`src/rtl/bsg_profiler_pkg.sv`:
```
// Shared definitions for the profiler counter drain block.
package bsg_profiler_pkg;

  typedef enum logic [0:0] {
    eIdle  = 1'b0,
    eDrain = 1'b1
  } drain_state_e;

  // Index width that stays at least one bit wide for a single element.
  function automatic int safe_clog2(input int n);
    return (n <= 1) ? 1 : $clog2(n);
  endfunction

endpackage

```
`src/rtl/bsg_profiler_counter.sv`:
```
// One live event counter with synchronous clear and optional saturation.
module bsg_profiler_counter
  #(parameter int width_p    = 32,
    parameter int saturate_p = 1)
  (input  logic               clk_i,
   input  logic               reset_i,
   input  logic               clear_i,
   input  logic               inc_i,
   output logic [width_p-1:0] count_o);

  logic [width_p-1:0] count_r;
  logic [width_p-1:0] count_next_s;
  logic               at_max_s;

  // Next count: clear wins; a saturating counter holds at all-ones.
  always_comb begin
    at_max_s = (count_r == {width_p{1'b1}});
    if (clear_i) begin
      count_next_s = '0;
    end else if (inc_i && !((saturate_p != 0) && at_max_s)) begin
      count_next_s = count_r + width_p'(1);
    end else begin
      count_next_s = count_r;
    end
  end

  // Count register.
  always_ff @(posedge clk_i) begin
    if (reset_i) begin
      count_r <= '0;
    end else begin
      count_r <= count_next_s;
    end
  end

  assign count_o = count_r;

endmodule

```
`src/rtl/bsg_profiler_counter_drain.sv`:
```
// Event counters that are snapshotted on request and drained one record per handshake.
module bsg_profiler_counter_drain
  import bsg_profiler_pkg::*;
  #(parameter int els_p      = 32,
    parameter int width_p    = 32,
    parameter int saturate_p = 1,
    localparam int lg_els_lp = safe_clog2(els_p))
  (input  logic                 clk_i,
   input  logic                 reset_i,
   input  logic [els_p-1:0]     countme_i,
   input  logic                 dump_v_i,
   output logic                 dump_ready_o,
   output logic                 v_o,
   input  logic                 ready_i,
   output logic [lg_els_lp-1:0] idx_o,
   output logic [width_p-1:0]   data_o,
   output logic                 last_o);

  localparam logic [lg_els_lp-1:0] last_idx_lp = lg_els_lp'(els_p - 1);

  drain_state_e         state_r, state_next_s;
  logic [lg_els_lp-1:0] index_r, index_next_s;
  logic [width_p-1:0]   live_s   [els_p];
  logic [width_p-1:0]   shadow_r [els_p];
  logic                 accept_s;
  logic                 last_s;

  // Same increment rule as the live counters, so the accept-cycle event lands in the snapshot.
  function automatic logic [width_p-1:0] bump(input logic [width_p-1:0] c, input logic inc);
    if (inc && !((saturate_p != 0) && (c == {width_p{1'b1}}))) begin
      return c + width_p'(1);
    end else begin
      return c;
    end
  endfunction

  assign accept_s = (state_r == eIdle) && dump_v_i;
  assign last_s   = (index_r == last_idx_lp);

  for (genvar i = 0; i < els_p; i++) begin : g_ctr
    bsg_profiler_counter #(.width_p(width_p), .saturate_p(saturate_p)) u_ctr
      (.clk_i   (clk_i),
       .reset_i (reset_i),
       .clear_i (accept_s),
       .inc_i   (countme_i[i]),
       .count_o (live_s[i]));
  end

  // Drain sequencing: one record per handshake, back to idle after the last one.
  always_comb begin
    state_next_s = state_r;
    index_next_s = index_r;
    case (state_r)
      eIdle: begin
        if (dump_v_i) begin
          state_next_s = eDrain;
          index_next_s = '0;
        end else begin
          state_next_s = eIdle;
        end
      end
      eDrain: begin
        if (ready_i) begin
          if (last_s) begin
            state_next_s = eIdle;
            index_next_s = '0;
          end else begin
            index_next_s = index_r + lg_els_lp'(1);
          end
        end else begin
          state_next_s = eDrain;
        end
      end
      default: begin
        state_next_s = eIdle;
        index_next_s = '0;
      end
    endcase
  end

  // State and index registers.
  always_ff @(posedge clk_i) begin
    if (reset_i) begin
      state_r <= eIdle;
      index_r <= '0;
    end else begin
      state_r <= state_next_s;
      index_r <= index_next_s;
    end
  end

  // Snapshot registers, loaded only on an accepted dump.
  always_ff @(posedge clk_i) begin
    if (reset_i) begin
      for (int i = 0; i < els_p; i++) shadow_r[i] <= '0;
    end else if (accept_s) begin
      for (int i = 0; i < els_p; i++) shadow_r[i] <= bump(live_s[i], countme_i[i]);
    end else begin
      for (int i = 0; i < els_p; i++) shadow_r[i] <= shadow_r[i];
    end
  end

  assign dump_ready_o = (state_r == eIdle);
  assign v_o          = (state_r == eDrain);
  assign idx_o        = index_r;
  assign data_o       = shadow_r[index_r];
  assign last_o       = (state_r == eDrain) && last_s;

endmodule

```
`config.mk`:
```
export PLATFORM = sky130hd
export DESIGN_NAME = bsg_profiler_counter_drain
export DESIGN_NICKNAME = d
export VERILOG_FILES = /design/src/rtl/bsg_profiler_pkg.sv /design/src/rtl/bsg_profiler_counter.sv /design/src/rtl/bsg_profiler_counter_drain.sv
export SDC_FILE = /design/constraint.sdc
export NUM_CORES = 2
export LEC_CHECK = 0
export BUFFER_PORTS_ARGS = -buffer_cell sky130_fd_sc_hd__clkbuf_2
export CAP_MARGIN = 10
export CORE_UTILIZATION = 59
export CTS_BUF_LIST = sky130_fd_sc_hd__clkbuf_16
export DETAILED_ROUTE_END_ITERATION = 10
export PLACE_DENSITY = 0.8
export SYNTH_ARGS = -nofsm -noshare
export SYNTH_HDL_FRONTEND = slang
export SYNTH_SLANG_ARGS = --single-unit
export TNS_END_PERCENT = 1
```
`constraint.sdc`:
```
create_clock -name clk_i -period 42.7 [get_ports clk_i]
set_input_delay 4.27 -clock clk_i [delete_from_list [all_inputs] [get_ports clk_i]]
set_output_delay 4.27 -clock clk_i [all_outputs]
set_load 0.02 [all_outputs]
```
==> After elaboration in Yosys (flattened, before gate mapping) <==
Memory sizes are Yosys's and may differ from the RTL's. A register that Yosys moved wholly into a read port is not among the register bits.
Cells that the tools add are included.
{ "totals": {"ff_bits": 1030, "ram_bits": 1024, "in_bits": 36, "output_inout_bits": 40, "word_cells": 416, "n_memories": 1} }
{ "memory_table": {"columns": ["memory", "depth", "width", "rd", "rd_clocked_by_memory_dff", "wr", "line_no", "text"], "rows": [
  ["shadow_r", 32, 32, 1, 1, 32, "bsg_profiler_counter_drain.sv:24", "logic [width_p-1:0] shadow_r [els_p];"]
]} }
{ "classes": {"add_sub_neg": 33, "n_eq_ne": 36, "muxes": 178, "n_bitwise": 65, "reduce_logical": 69} }
{ "ops": {"columns": ["op", "count"], "rows": [
  ["2-to-1 mux 32 bit", 160],
  ["adder 32 x 1 -> 32 bit (second input constant)", 32],
  ["== test 32 bit (second input constant)", 32],
  ["OR 1 bit", 64],
  ["logical AND 1 bit", 34],
  ["zero test 1 bit", 32],
  ["2-to-1 mux 5 bit", 5],
  ["2-to-1 mux 1 bit", 11],
  ["one-hot mux 5 bit (2 select lines)", 1],
  ["adder 5 x 1 -> 5 bit (second input constant)", 1],
  ["== test 5 bit (second input constant)", 1],
  ["!= test 2 bit (second input constant)", 2],
  ["AND reduction 2 bit", 2],
  ["one-hot mux 1 bit (2 select lines)", 1],
  ["OR reduction 2 bit", 1],
  ["!= test 0 bit", 1],
  ["NOT 1 bit", 1]
]} }

==> Longest topological paths before layout <==
{ "depth": {"depth_word": 8, "ltp_mapped": 9, "depth_no_buf": 7} }

==> Modules after synthesis <==
Synthesis repeated with hierarchy kept, for this count alone.
{ "hier_totals": {"cells_unflattened": 13811, "area_unflattened_um2": 122545.0} }
{ "modules_own_cells": {"columns": ["mod", "n_inst", "cells_each", "area_per_inst_um2", "seq_area_each_um2"], "rows": [
  ["bsg_profiler_counter_drain", 1, 7347, 68773.5, 26485.4],
  ["bsg_profiler_counter", 32, 202, 1680.4, 640.6]
]} }

==> Least setup slack after synthesis <==
Ideal clock, no wire load.
{ "synth_path": {"path_kind": "input to register", "from": "input port reset_i", "to": "memory shadow_r[0][0], enable pin", "setup_ns": 1.165, "arrival_ns": 20.926, "required_ns": 41.535, "path_slack_ns": 20.608, "stages": 6, "n_path_buf": 4, "path_cell_list": "clkbuf_1 > nor2_1 > inv_1 > clkbuf_1 > clkbuf_1 > clkbuf_1"} }
{ "synth_rtl": {"columns": ["item", "line_no", "text"], "rows": [
  ["start, declared", "bsg_profiler_counter_drain.sv:9", "input logic reset_i,"],
  ["end, declared", "bsg_profiler_counter_drain.sv:24", null]
]} }

==> impl_metrics.xml <==
<?xml version="1.0" encoding="UTF-8"?>
<metrics>
  <group name="run_status">
    <metric name="outcome" unit="">finished, final reports clean</metric>
  </group>
  <group name="worst_setup_path">
    <metric name="crit_end" unit="">data_o[2]</metric>
    <metric name="cell_seen_most_often_among_critical_path_stages" unit="">mux4_2</metric>
    <metric name="critical_path.max_stage_delay" unit="ns">0.85</metric>
    <metric name="timing.reg2reg.setup_slack" unit="ns">36.65</metric>
    <metric name="crit_fanout" unit="">100</metric>
    <metric name="required" unit="ns">38.43</metric>
    <metric name="slowest_stage" unit="">buf_4</metric>
    <metric name="reg2reg_depth" unit="">8</metric>
    <metric name="crit_arrival" unit="ns">5.15</metric>
    <metric name="cp_cell_sequence" unit="">buf_12, buf_4, mux4_2, mux4_2, mux2_2, clkbuf_2</metric>
    <metric name="regToRegEndpoint" unit="">shadow_r[4][21]</metric>
    <metric name="worstSetupPathType" unit="">reg2out</metric>
    <metric name="kind_of_end_point_of_the_critical_path" unit="">primary output</metric>
    <metric name="worstReg2RegStart" unit="">v_o</metric>
    <metric name="critical_path.startpoint_type" unit="">register</metric>
  </group>
  <group name="place">
    <metric name="place.detailed.instances" unit="">10600</metric>
    <metric name="placed_cell_area" unit="mm^2">0.0910</metric>
    <metric name="hpwlAfterDp" unit="mm">168</metric>
    <metric name="numPortBuffers" unit="">75</metric>
    <metric name="gp_routability_congestion" unit="">0.996</metric>
  </group>
  <group name="route">
    <metric name="drt.antenna.violating_nets" unit="">0</metric>
    <metric name="viasPerCell" unit="">6.14</metric>
    <metric name="routed_len_inst" unit="um">21.8</metric>
    <metric name="num_vias" unit="">67200</metric>
    <metric name="drc" unit="">0</metric>
    <metric name="routed_wl" unit="mm">239</metric>
    <metric name="first_pass_iters" unit="">6</metric>
    <metric name="first_iter_violations" unit="">7363</metric>
  </group>
  <group name="sta">
    <metric name="transition_at_the_pin_with_the_smallest_max_transition_slack" unit="ns">1.36</metric>
    <metric name="clock-skew-final" unit="ns">0.0352</metric>
    <metric name="finalCritPeriodShare" unit="%">22.1</metric>
    <metric name="hold_slack" unit="ns">0.449</metric>
    <metric name="timing.setup.tns" unit="ns">0</metric>
    <metric name="max-slew-margin-rel" unit="%">9.20</metric>
    <metric name="time_the_final_worst_path_needs_with_i_o_delays_and_setup" unit="ns">9.42</metric>
    <metric name="fmax" unit="GHz">0.106</metric>
    <metric name="final-max-slew-violation-count" unit="">0</metric>
    <metric name="setup_repair_after_global_routing_missed_its_margin" unit="">no</metric>
    <metric name="setup_viol" unit="">0</metric>
    <metric name="number_of_failing_hold_endpoints_at_the_final_stage" unit="">0</metric>
  </group>
  <group name="pwr">
    <metric name="vdd_ir_drop_max" unit="mV">0.0392</metric>
    <metric name="leakagePower" unit="nW">32.4</metric>
    <metric name="power.density_cell_area" unit="mW/mm^2">40.8</metric>
  </group>
  <group name="final_layout">
    <metric name="layout_net_count" unit="">8827</metric>
    <metric name="finish.utilization" unit="%">65.0</metric>
    <metric name="drive_above_1_share" unit="%">9.05</metric>
    <metric name="area.growth.synth_to_final" unit="%">9.22</metric>
    <metric name="final_cell_area" unit="mm^2">0.0975</metric>
    <metric name="final_cells" unit="">11000</metric>
  </group>
  <group name="grt">
    <metric name="global_route.overflow_total" unit="">0</metric>
    <metric name="global_route_wire_length_before_repair" unit="mm">366</metric>
    <metric name="grt_antenna_before_repair" unit="">26</metric>
    <metric name="grt-busiest-layer" unit="">met2</metric>
    <metric name="grt_util_met3" unit="%">4.97</metric>
    <metric name="global_route.usage.met2" unit="%">49.0</metric>
    <metric name="global_route.usage.met1" unit="%">40.8</metric>
    <metric name="grt_usage" unit="%">30.9</metric>
    <metric name="grt_max_degree" unit="">233</metric>
    <metric name="first_global_vias" unit="">64000</metric>
  </group>
  <group name="die">
    <metric name="design.portCount" unit="">76</metric>
    <metric name="floorplan.die.height" unit="um">391</metric>
    <metric name="floorplan.core_area" unit="mm^2">0.150</metric>
    <metric name="chipWidth" unit="um">391</metric>
    <metric name="initial_utilization" unit="%">59.6</metric>
    <metric name="num_rows" unit="">142</metric>
    <metric name="dieArea" unit="mm^2">0.153</metric>
  </group>
  <group name="clock_tree">
    <metric name="cts_sinks" unit="">2059</metric>
    <metric name="clk_root_buffer_cell" unit="">clkbuf_16</metric>
    <metric name="h-tree-depth" unit="">4</metric>
    <metric name="maximum_buffer_depth_of_the_clock_tree" unit="">3</metric>
    <metric name="clk_pin_slew" unit="ns">0.06</metric>
    <metric name="post-cts-setup-buffer-count" unit="">0</metric>
    <metric name="ctsHoldBuffers" unit="">0</metric>
    <metric name="worst_skew_pair.late_latency" unit="ns">0.83</metric>
    <metric name="cts_bufs_inserted" unit="">198</metric>
    <metric name="tritoncts" unit="">yes</metric>
    <metric name="cts_repair_resize_count" unit="">0</metric>
  </group>
  <group name="logic_synthesis">
    <metric name="ys_seq_elements" unit="">2059</metric>
    <metric name="async_flop_share" unit="%">0</metric>
    <metric name="cell_types_with_the_highest_counts_after_synthesis" unit="">nor2_1 (1856), dfxtp_1 (1483), nand2_1 (835), edfxtp_1 (576), xor2_1 (506)</metric>
    <metric name="synth-edff-count" unit="">576</metric>
    <metric name="syn-cell-area" unit="mm^2">0.0893</metric>
    <metric name="post_synth_inst_count" unit="">8860</metric>
    <metric name="yosys_warnings" unit="">0</metric>
    <metric name="yosysTopAreaCell" unit="">dfxtp_1</metric>
    <metric name="synth.avg_cell_area" unit="um^2">10.1</metric>
    <metric name="synth_nets" unit="">8930</metric>
    <metric name="seq_area_frac_synth" unit="%">52.6</metric>
    <metric name="yosys.cell_count.top_type" unit="">nor2_1</metric>
    <metric name="postSynth.topFlopCell" unit="">dfxtp_1</metric>
    <metric name="synth_top_cells_by_area" unit="">dfxtp_1 (33%), edfxtp_1 (19%), mux4_2 (8.1%)</metric>
    <metric name="yosysTopAreaCellShare" unit="%">33.2</metric>
    <metric name="count_of_distinct_cell_types_in_the_synthesized_netlist" unit="">80</metric>
  </group>
  <group name="run">
    <metric name="timing.max_cap.violations" unit="">0</metric>
  </group>
  <group name="hold_path">
    <metric name="hp-class" unit="">reg2reg</metric>
  </group>
</metrics>
[layout make-up]
class / count / area [um^2]
fill: 11300 / 52400
sequential: 2059 / 47000
multi-input combinational: 6282 / 40300
clock buffer: 208 / 5200
tap: 2016 / 2520
clock inverter: 159 / 1280
timing repair buffer: 120 / 788
inverter: 96 / 368
antenna: 13 / 32.5
[how the worst min path moves through the flow]
stage	start	endpoint	slack, ns	cells past startpoint
6_report	shadow_r[22][22]	shadow_r[22][22]	0.45	2
3_3_place_gp	shadow_r[22][20]	shadow_r[22][20]	0.43	2
5_1_grt	shadow_r[26][30]	shadow_r[26][30]	0.46	2
3_5_place_dp	shadow_r[23][15]	shadow_r[23][15]	0.44	2
2_1_floorplan	shadow_r[26][3]	shadow_r[26][3]	0.42	2
4_1_cts	shadow_r[23][15]	shadow_r[23][15]	0.45	2
[per-layer routing]
metal,vias up,part of all wire (%)
li1,31000,-
met1,32600,39
met2,3017,46
met3,600,8.9
met4,10,5.9
met5,-,0.026
[worst max-delay path, delay by kind of cell, from the launching register on]
kind	cells	cell delay, ns
buffers and inverters	3	1.65
flip-flops	1	0.74
multiplexers	3	1.70
[sequential cells by signal, summed over array words and instances (netlist names), named ones only]
| signal | flops |
|---|---|
| idx_o | 5 |
| v_o | 1 |
| g_ctr.u_ctr.count_o | 1024 |
| shadow_r | 1024 |
[where the power goes]
part	leakage, nW	switching [mW]	internal [mW]	total [mW]
Combinational	10.8	0.114	0.0422	0.156
Sequential	18.2	0.0200	2.04	2.06
Clock	3.38	0.758	1.00	1.76
[cells by family after synthesis]
kind of cell	synth area share [%]
simple gates	22.5
flops	52.6
xor+xnor	9.36
compound gates	3.92
buf+inv	2.23
mux	8.93
fa+ha+maj	0.476
[per-stage QoR]
stage,power (mW),worst slack (ns)
after floorplan,2.22,20.61
after global placement,2.25,32.77
after CTS,3.99,33.14
final,3.98,33.28
after detailed placement,2.26,32.68
after global routing,4.08,32.92
[placed cells by master (no fill, tap or decap), types with 175 or more instances in the layout]
cell type / instances
dfxtp_1: 1479
nand3_1: 415
and4_1: 175
and3_1: 189
nor2_1: 1855
nor3_1: 192
xnor2_1: 448
clkbuf_16: 208
nand2_1: 835
nand4_1: 343
xor2_1: 506
mux4_2: 320
o21ai_0: 448
edfxtp_1: 576
Power figures use the tool's default switching activity.
